[src/rtl/instr_fetch_unit.sv]
// rtl/instr_fetch_unit.sv - fetch stage: program memory, decoder handshake, PC inc/complete control
// Instruction memory is write-anytime, read only in READ; outputs are all registered.
module instr_fetch_unit #(
  parameter int unsigned     ADDR_W  = 6,
  parameter int unsigned     DATA_W  = 32,
  parameter int unsigned     DEPTH   = 64,
  parameter logic [5:0]      HALT_OP = 6'h3F
) (
  input  logic              clk,
  input  logic              rst,
  input  logic              en,
  input  logic [ADDR_W-1:0] instruction_address,
  input  logic              prog_we,
  input  logic [ADDR_W-1:0] prog_addr,
  input  logic [DATA_W-1:0] prog_data,
  output logic [DATA_W-1:0] instr_out,
  output logic              instr_valid,
  input  logic              instr_ready,
  input  logic              branch,
  output logic              inc,
  output logic              complete
);

  localparam logic [2:0] S_IDLE  = 3'd0;
  localparam logic [2:0] S_READ  = 3'd1;
  localparam logic [2:0] S_VALID = 3'd2;
  localparam logic [2:0] S_ADV   = 3'd3;
  localparam logic [2:0] S_HALT  = 3'd4;

  logic [DATA_W-1:0] mem_q [DEPTH];

  logic [2:0]        state_q, state_d;
  logic [DATA_W-1:0] instr_q, instr_d;
  logic              valid_q, valid_d;
  logic              inc_q, inc_d;
  logic              complete_q, complete_d;
  logic              is_halt;

  // Non-blocking write and read in the same edge give read-before-write on collision.
  always_ff @(posedge clk) begin
    if (prog_we) begin
      mem_q[prog_addr] <= prog_data;
    end
  end

  assign is_halt = (instr_q[DATA_W-1 -: 6] == HALT_OP);

  always_comb begin
    state_d    = state_q;
    instr_d    = instr_q;
    valid_d    = valid_q;
    inc_d      = 1'b0;
    complete_d = complete_q;
    case (state_q)
      S_IDLE: begin
        if (en) begin
          state_d = S_READ;
        end
      end
      S_READ: begin
        instr_d = mem_q[instruction_address];
        valid_d = 1'b1;
        state_d = S_VALID;
      end
      S_VALID: begin
        if (instr_ready) begin
          valid_d = 1'b0;
          if (is_halt) begin
            complete_d = 1'b1;
            state_d    = S_HALT;
          end else begin
            inc_d   = ~branch;
            state_d = S_ADV;
          end
        end
      end
      S_ADV: begin
        state_d = S_READ;
      end
      S_HALT: begin
        state_d = S_HALT;
      end
      default: begin
        state_d = S_IDLE;
      end
    endcase
  end

  always_ff @(posedge clk) begin
    if (rst) begin
      state_q    <= S_IDLE;
      instr_q    <= '0;
      valid_q    <= 1'b0;
      inc_q      <= 1'b0;
      complete_q <= 1'b0;
    end else begin
      state_q    <= state_d;
      instr_q    <= instr_d;
      valid_q    <= valid_d;
      inc_q      <= inc_d;
      complete_q <= complete_d;
    end
  end

  assign instr_out   = instr_q;
  assign instr_valid = valid_q;
  assign inc         = inc_q;
  assign complete    = complete_q;

endmodule

[config.mk]
export PLATFORM = sky130hd
export DESIGN_NAME = instr_fetch_unit
export DESIGN_NICKNAME = d
export VERILOG_FILES = /design/src/rtl/instr_fetch_unit.sv
export SDC_FILE = /design/constraint.sdc
export NUM_CORES = 2
export LEC_CHECK = 0
export BUFFER_PORTS_ARGS = -buffer_cell sky130_fd_sc_hd__clkbuf_2
export CAP_MARGIN = 20
export CORE_MARGIN = 10
export CORE_UTILIZATION = 63
export DETAILED_ROUTE_END_ITERATION = 12
export HOLD_SLACK_MARGIN = 0.08
export PLACE_DENSITY = 0.8
export REMOVE_ABC_BUFFERS = 1
export SLEW_MARGIN = 20
export SYNTH_ARGS = -nofsm -noshare
export SYNTH_HDL_FRONTEND = slang
export SYNTH_SLANG_ARGS = --single-unit
[constraint.sdc]
create_clock -name clk -period 4.1 [get_ports clk]
set_clock_uncertainty 0.05 [all_clocks]
set_input_delay 0.41 -clock clk [delete_from_list [all_inputs] [get_ports clk]]
set_output_delay 0.41 -clock clk [all_outputs]
set_load 0.01 [all_outputs]
==> results.toml <==
[logic_synthesis]
yosysTopAreaCellShare = 0.768
synth_seq_cells = 2086
synth_area_leaders = "edfxtp_1 77%, mux4_2 11%, mux2i_1 3.4%, dfxtp_1 0.95%, mux2_2 0.66%"
synth_cell_types = 57
synth_async_sr_flop_share = 0
yosysTopAreaCell = "edfxtp_1"
synth_cells = 3707
synth_area_um2 = 80100
syn_avg_cell_area_um2 = 21.6
synth_ff_type = "edfxtp_1"
ys_warn_count = 0
ys_seq_area_frac = 0.777
synth-edff-count = 2048

[floorplanning]
rows = 130
die_area_um2 = 142000
io_pins = 85
core_um2 = 126000
die_w_um = 377
initial_utilization = 0.636
die_y_um = 377

[timing]
rsz0062_at_grt = "false"
max_freq_ghz = 0.281
setup_viol = 0
fin_crit_ps = 3560
holdWs_ps = 85.8
finalCritPeriodShare = 0.869
tns_ps = 0
report.final.slew_viol_count = 0
worstMarginPinSlew_ps = 1140
slew_headroom = 0.241
hold_viol = 0

[place]
globalplace.congestion = 0.810
dpl.hpwl_um = 109000
port_buffers = 84

[critical_path]
critPathCaptureType = "flip-flop"
r2r_slack_ps = 540
cp.arrival_ps = 4240
reg2reg_depth = 6
worstPathRequired_ps = 4770
critPathMaxFanout = 15
critPathLaunchType = "flip-flop"
crit_type = "flip-flop to flip-flop"

[clock_network]
cts_tree = "yes"
numClockSinks = 2086
clkTransAtPathRegs_ps = 60
cts_buffer_depth = 3
cts-buffers-inserted = 192
clkLatencyLatePin_ps = 810
cts_resized = 0
clock_tree.root_cell = "clkbuf_16"
htree_levels = 4

[detailed_routing]
vias_per_cell = 7.25
postRouteAntennaNets = 0
routed-via-count = 41800
post-route-drc-count = 0
finalWirelength_um = 213000
firstDrtPassIters = 8
wl_per_cell_um = 36.9
drtIter0Drc = 6781

[grt]
grt_pass1_vias = 42300
grt_max_degree = 110
grt_overflow = 0
grt_pass1_wl_um = 303000
track_usage = 0.301
grt_antenna_before_repair = 5

[pwr]
ir_drop_uv = 517
p_leak_nw = 28.7
powerDensity_nw_per_um2 = 481

[run_status]
status = "complete, no violations"

[hold_path]
holdPathStages = 1
hold_class = "input pin to flip-flop"

[layout]
drive_gt1_frac = 0.255
nFillCells = 6921
syn2layout_area_growth_pct = 11.9
nets = 4002

[run]
maxCapViolations = 0
[placed cells by master, fill, tap and decap left out, types with 9 or more instances in the layout]
cell type and instances:
nor2_1 20, clkbuf_2 52, o221ai_1 52, clkinv_1 39, nand3_1 32, nor2b_1 10, a22oi_1 41, nor2_4 63
a31oi_1 24, mux2i_1 274, a21oi_1 36, buf_12 22, bufinv_16 9, o22ai_1 60, buf_4 170, buf_2 12
a32oi_1 15, o21ai_1 19, clkinv_2 29, clkbuf_1 65, clkbuf_8 10, mux2_2 47, edfxtp_1 2048, a221oi_1 42
mux4_2 408, nand2_1 92, o21ai_0 19, clkbuf_16 200, and2_1 36, dfxtp_1 38
[worst paths after layout]
kind | startpoint | end
hold reg to reg | instr_out[0] | instr_out[0]
hold / removal | prog_data[1] | mem_q[29][1]
setup reg to reg | state_q[1] | instr_out[1]
setup / recovery | state_q[1] | instr_out[1]
[sequential cells by signal (all words and copies together) (netlist names)]
name         flops
inc              1
mem_q         2048
instr_valid      1
complete         1
state_q          3
instr_out       32
[logic make-up after synthesis]
family	after synthesis	synth area share
multiplexers	732	0.156
AO/OA/AOI/OAI	369	0.0333
AND/OR/NAND/NOR	300	0.0177
buffers and inverters	220	0.0155
flip-flops	2086	0.777
[power breakdown]
group | switching [mW] | internal, mW | total, mW
clock | 7.48 | 9.65 | 17.1
sequential | 0.109 | 23.6 | 23.7
combinational | 1.44 | 0.806 | 2.25
[metal layers]
metal / track usage / share of wire
met2: 0.477 / 0.48
met3: 0.0748 / 0.14
met4: 0.148 / 0.054
met5: 0 / 0.00015
met1: 0.396 / 0.33
[per-stage QoR]
stage / area (µm²) / utilization / setup WS [ps] / power, mW / cells
after floorplan: 78900 / - / 591 / 25.0 / 3491
after global placement: 83500 / 0.663 / 709 / 26.3 / 5401
after detailed placement: 83500 / 0.663 / 727 / 26.3 / 5401
after CTS: 89600 / 0.711 / 702 / 43.1 / 5765
after global routing: 89600 / 0.712 / 584 / 44.0 / 5766
final: 89600 / 0.712 / 537 / 43.1 / 5767
[synthesized netlist by cell type, types with 19 or more instances]
library cell,instances
nand2_1,93
a22oi_1,41
mux4_2,408
nor2_1,83
edfxtp_1,2048
nand3_1,32
o221ai_1,52
o21ai_0,19
buf_4,50
dfxtp_1,38
mux2_2,47
buf_6,21
o21ai_1,19
o22ai_1,60
a21oi_1,37
mux2i_1,274
a221oi_1,42
clkbuf_1,78
and2_1,37
buf_2,52
a31oi_1,24
[worst max-delay path, cell delays in order, from the launching register on]
cell and delay (ps):
dfxtp_1 400, nor4b_2 770, nand2b_2 750, buf_4 500, nor2_1 490, nand3_1 340, nand3_1 160
[timing repair]
| item | 4_1_cts | 5_1_grt |
|---|---|---|
| endpoints found under the hold margin | 21 | 0 |
| hold buffers | 7 | 0 |
| setup buffers | 0 | 0 |
[final cells by class]
class                   instances  area [µm²]  area share
clock buffers                 274        5370      0.0600
well taps                    1650        2060      0.0230
flip-flops and latches       2086       62300       0.695
repair buffers                267        2170      0.0242
inverters                       4        15.0    0.000168
multi-input cells            1401       17100       0.191
diodes                          2        5.00   0.0000558
clock inverters                83         619     0.00691
Power figures use the tool's default switching activity.
